**config.mk**
```make
export PLATFORM = sky130hd
export DESIGN_NAME = frame_tick_gen
export DESIGN_NICKNAME = d
export VERILOG_FILES = /design/src/rtl/frame_tick_gen.sv
export SDC_FILE = /design/constraint.sdc
export NUM_CORES = 1
export LEC_CHECK = 0
export ABC_CLOCK_PERIOD_IN_PS = 4000
export BUFFER_PORTS_ARGS = -buffer_cell sky130_fd_sc_hd__buf_2
export CAP_MARGIN = 30
export CORE_ASPECT_RATIO = 2
export CORE_MARGIN = 2
export CORE_UTILIZATION = 30
export CTS_BUF_LIST = sky130_fd_sc_hd__clkbuf_8
export DETAILED_ROUTE_END_ITERATION = 10
export PLACE_DENSITY = 0.46
export SLEW_MARGIN = 20
export SYNTH_ARGS = -nofsm -noshare
export SYNTH_HDL_FRONTEND = slang
export SYNTH_SLANG_ARGS = --single-unit
```
**constraint.sdc**
```tcl
create_clock -name clock -period 4 [get_ports clock]
set_clock_uncertainty 0.1 [all_clocks]
set_input_delay 0.2 -clock clock [delete_from_list [all_inputs] [get_ports clock]]
set_output_delay 0.2 -clock clock [all_outputs]
set_load 0.005 [all_outputs]
```
**src/rtl/frame_tick_gen.sv**
```systemverilog
// Programmable base tick generator with NUM_CH divided tick channels, each optionally one-shot.
// Define FRAME_TICK_GEN_FRAME_COUNT_EN to build the 16-bit frame counter; otherwise frame_count reads 0.
module frame_tick_gen #(
   parameter int CNT_W  = 22,
   parameter int PERIOD = 2000000,
   parameter int NUM_CH = 4,
   parameter int DIV_W  = 8
) (
   input  logic                      clock,
   input  logic                      reset,
   input  logic                      enable,
   input  logic                      restart,
   input  logic [CNT_W-1:0]          period_in,
   input  logic                      period_wr,
   input  logic [NUM_CH*DIV_W-1:0]   ch_div,
   input  logic [NUM_CH-1:0]         ch_oneshot,
   input  logic [NUM_CH-1:0]         ch_arm,
   output logic                      base_tick,
   output logic [NUM_CH-1:0]         ch_tick,
   output logic [15:0]               frame_count
);

   logic [CNT_W-1:0]  period_reg;
   logic [CNT_W-1:0]  cnt;
   logic [CNT_W-1:0]  period_ld;
   logic              wrap;
   logic [DIV_W-1:0]  ch_cnt     [NUM_CH];
   logic [DIV_W-1:0]  ch_cnt_nxt [NUM_CH];
   logic [DIV_W-1:0]  d_eff      [NUM_CH];
   logic [NUM_CH-1:0] disarmed;
   logic [NUM_CH-1:0] disarmed_nxt;
   logic [NUM_CH-1:0] ch_fire;

   // Periods below 2 are clamped so a tick can never be back-to-back with a load.
   assign period_ld = (period_in < CNT_W'(2)) ? CNT_W'(2) : period_in;

   // The wrap cycle is the only cycle that can produce any tick; restart and loads suppress it.
   assign wrap = enable && !restart && !period_wr && (cnt >= period_reg - CNT_W'(1));

   always_ff @(posedge clock) begin
      if (reset) begin
         period_reg <= CNT_W'(PERIOD);
         cnt        <= '0;
         base_tick  <= 1'b0;
      end else begin
         base_tick <= wrap;
         if (restart || period_wr) begin
            cnt <= '0;
            if (period_wr)
               period_reg <= period_ld;
         end else if (enable) begin
            cnt <= wrap ? '0 : cnt + CNT_W'(1);
         end
      end
   end

   always_comb begin
      for (int i = 0; i < NUM_CH; i++) begin
         d_eff[i]        = (ch_div[i*DIV_W +: DIV_W] == '0) ? DIV_W'(1) : ch_div[i*DIV_W +: DIV_W];
         ch_cnt_nxt[i]   = ch_cnt[i];
         disarmed_nxt[i] = disarmed[i] & ch_oneshot[i];
         ch_fire[i]      = 1'b0;
         if (ch_arm[i]) begin
            // An arm on a firing cycle wins: no tick, channel left armed from zero.
            disarmed_nxt[i] = 1'b0;
            ch_cnt_nxt[i]   = '0;
         end else if (wrap) begin
            if (disarmed_nxt[i]) begin
               ch_cnt_nxt[i] = '0;
            end else if (ch_cnt[i] >= d_eff[i] - DIV_W'(1)) begin
               ch_fire[i]      = 1'b1;
               ch_cnt_nxt[i]   = '0;
               disarmed_nxt[i] = ch_oneshot[i];
            end else begin
               ch_cnt_nxt[i] = ch_cnt[i] + DIV_W'(1);
            end
         end
      end
   end

   always_ff @(posedge clock) begin
      if (reset || restart) begin
         for (int i = 0; i < NUM_CH; i++)
            ch_cnt[i] <= '0;
         disarmed <= '0;
         ch_tick  <= '0;
      end else begin
         for (int i = 0; i < NUM_CH; i++)
            ch_cnt[i] <= ch_cnt_nxt[i];
         disarmed <= disarmed_nxt;
         ch_tick  <= ch_fire;
      end
   end

`ifdef FRAME_TICK_GEN_FRAME_COUNT_EN
   // Restart deliberately leaves the frame count running.
   always_ff @(posedge clock) begin
      if (reset)
         frame_count <= 16'h0000;
      else if (wrap)
         frame_count <= frame_count + 16'd1;
   end
`else
   assign frame_count = 16'h0000;
`endif

endmodule

```
==> out/metrics.yaml <==
status: "finished, final reports clean"
fillerInstances: 2251
viasPerCell: 5.11
path_buf_inv: 1
slew_headroom: 0.377
final_area_um2: 7580
rsz0062_at_grt: "no"
hpwl_um: 13700
ys.flop_type: "dfxtp_1"
worstSkewPairLatency_ns: 0.37
yosysMostFrequentCell: "dfxtp_1"
critical_path_class: "reg -> reg"
synth_common_cells: "dfxtp_1, nand2_1, ha_1"
layout_min_cycle_time_ns: 3.81
syn-cell-area_um2: 6350
power_mw: 1.83
core-area_um2: 20800
worst_slew_pin_slew_ns: 0.928
largest_reg_flops: 32
endpoint_kind: "register"
cts_tree: "yes"
cellLeakagePower_nw: 3.00
tns_ns: 0
critical_path.max_stage_delay_ns: 0.55
root_buffer: "clkbuf_8"
dr.first_iter.drc_count: 132
die_area_um2: 22400
finalSetupViolCount: 0
dp_slack_ns: -0.00825
numCtsBuffers: 9
min_path_type: "in -> reg"
netlist_top_cells_area: "dfxtp_1, ha_1, xnor2_1, nand2_1, nor3_1"
grt_max_degree: 35
ys_seq_area_frac: 0.268
cts_sinks: 85
worstPathArrival_ns: 4.03
fp.dieH_um: 210
route.detailed.drc: 0
slowest_stage: "or4_4"
path_cells: "or4_4, nor2_4, nand2_2, or4_4, nor3b_2, xnor2_1, ha_1, nand4_1, nor2_1, a221o_1, or2_4, buf_4, o311ai_2, o21a_1"
wl_met2_um: 10200
critPathLaunchType: "register"
io_buffers: 71
route.met3.wl_um: 416
io_pins: 88
synth_cells: 794
p_per_area_nw_per_um2: 242
dr.pass1.iters: 4
post_dp_cell_area_um2: 7100
setup_slack_ns: 0.186
vias: 5941
path_clk_slew_ns: 0.09
fmax_mhz: 262
nNetsFinal: 1020
start_util: 0.305
syn_avg_cell_area_um2: 7.99
cp_data_required_time_ns: 4.22
ant_nets: 0
diodes: 0
top_layer: "met4"
yosys.area.top_type_share: 0.268
worst_hold_slack_ns: 0.0154
grt-ovfl-total: 0
ys_seq_elements: 85
cp_top_family: "simple AND/OR/NAND/NOR gates"
place.gp.congestion: 0.798
slew_violations: 0
yosys.area.top_type: "dfxtp_1"
rows: 75
drv_cap: 0
grt_pass1_wl_um: 28800
wl_per_cell_um: 15.3
die_x_um: 107
cp_common_cell: "or4_4"
grt_use_total: 0.160
synth_edf_count: 0
wl_um: 17800
drive_gt1_frac: 0.152
crit_path_max_fanout: 12
synth.distinct_cells: 58
yosys_warnings: 0
m1WireLength_um: 6900
area.growth.synth_to_final_pct: 19.5
grt_pass1_vias: 5939
cts_buffer_depth: 2
antenna_found_initial: 0
cts_max_level: 3
final.period_utilization: 0.953
peakVddDrop_uv: 154
hold_violations: 0
async_reset_ff_frac: 0
==> layout by cell type (no fill, tap or decap), types with 9 or more instances in the layout <==
master,count
dfxtp_1,85
nand2_1,72
buf_2,71
ha_1,64
nor2_1,59
nor3_1,50
a21oi_1,40
inv_1,35
xnor2_1,33
nand3_1,33
xor2_1,26
buf_4,23
dlygate4sd3_1,21
o21ai_0,17
mux2i_1,17
nor4_1,16
or3_1,16
a31oi_1,16
conb_1,16
nand4_1,15
o31ai_1,12
o211ai_1,11
nand2b_1,10
clkbuf_8,10
nor2b_1,9
o21a_1,9
==> worst reg2reg max path: cells and delay by family, from the launching register on <==
family | cells | cell delay (ns)
AND/OR/NAND/NOR | 8 | 1.99
adder cells (fa/ha/maj) | 1 | 0.26
buffers and inverters | 1 | 0.19
flip-flops | 1 | 0.32
XOR/XNOR | 1 | 0.14
AO/OA/AOI/OAI | 3 | 0.80
==> area by class of cell <==
type / instances / area [µm²] / share of cell area
inverter: 35 / 131 / 0.0173
tap: 269 / 337 / 0.0444
clock inverter: 5 / 75.1 / 0.00990
sequential: 85 / 1700 / 0.224
multi-input combinational: 638 / 4370 / 0.576
timing repair buffer: 120 / 830 / 0.109
clock buffer: 10 / 138 / 0.0181
==> worst paths after layout <==
| kind | startpoint | to | slack [ns] | cells after the start |
|---|---|---|---|---|
| worst min register to register | disarmed[0]$_SDFF_PP0_ | disarmed[0]$_SDFF_PP0_ | 0.37 | 2 |
| worst max register to register | period_reg[2]$_SDFFE_PP0P_ | ch_cnt[2][3]$_SDFFE_PP0N_ | 0.19 | 14 |
| worst min-delay path | period_in[2] | period_reg[2]$_SDFFE_PP0P_ | 0.02 | 3 |
| worst max-delay path | period_reg[2]$_SDFFE_PP0P_ | ch_cnt[2][3]$_SDFFE_PP0N_ | 0.19 | 14 |
==> cells by family after synthesis <==
family,Yosys count,synth area share
simple gates,317,0.253
compound gates,165,0.182
buf+inv,86,0.0619
flops,85,0.268
fa+ha+maj,64,0.126
xor+xnor,59,0.0814
mux,17,0.0268
other cells,1,0.000591
==> repair_timing <==
action                                  4_1_cts  5_1_grt
setup buffers                                 0        0
endpoints found under the setup margin        2       63
gates resized for setup                       2       17
endpoints found under the hold margin        22        0
hold buffers                                 21        0
pin swaps                                     0        8
==> per-stage QoR <==
step,std cells,utilization
after floorplan,809,-
after global placement,1126,0.341
after detailed placement,1126,0.341
after CTS,1162,0.361
after global routing,1162,0.364
final,1162,0.364
==> routing by layer <==
layer  track usage  vias up
li1              -     3067
met2         0.327       97
met5             0        -
met4        0.0502        0
met3        0.0193       10
met1         0.163     2767
==> report_power, final <==
group	internal, mW	switching [mW]
clock network	0.363	0.324
registers	0.860	0.0163
logic	0.126	0.145
total	1.35	0.486
Note: power is estimated with default switching activity, not from simulation.
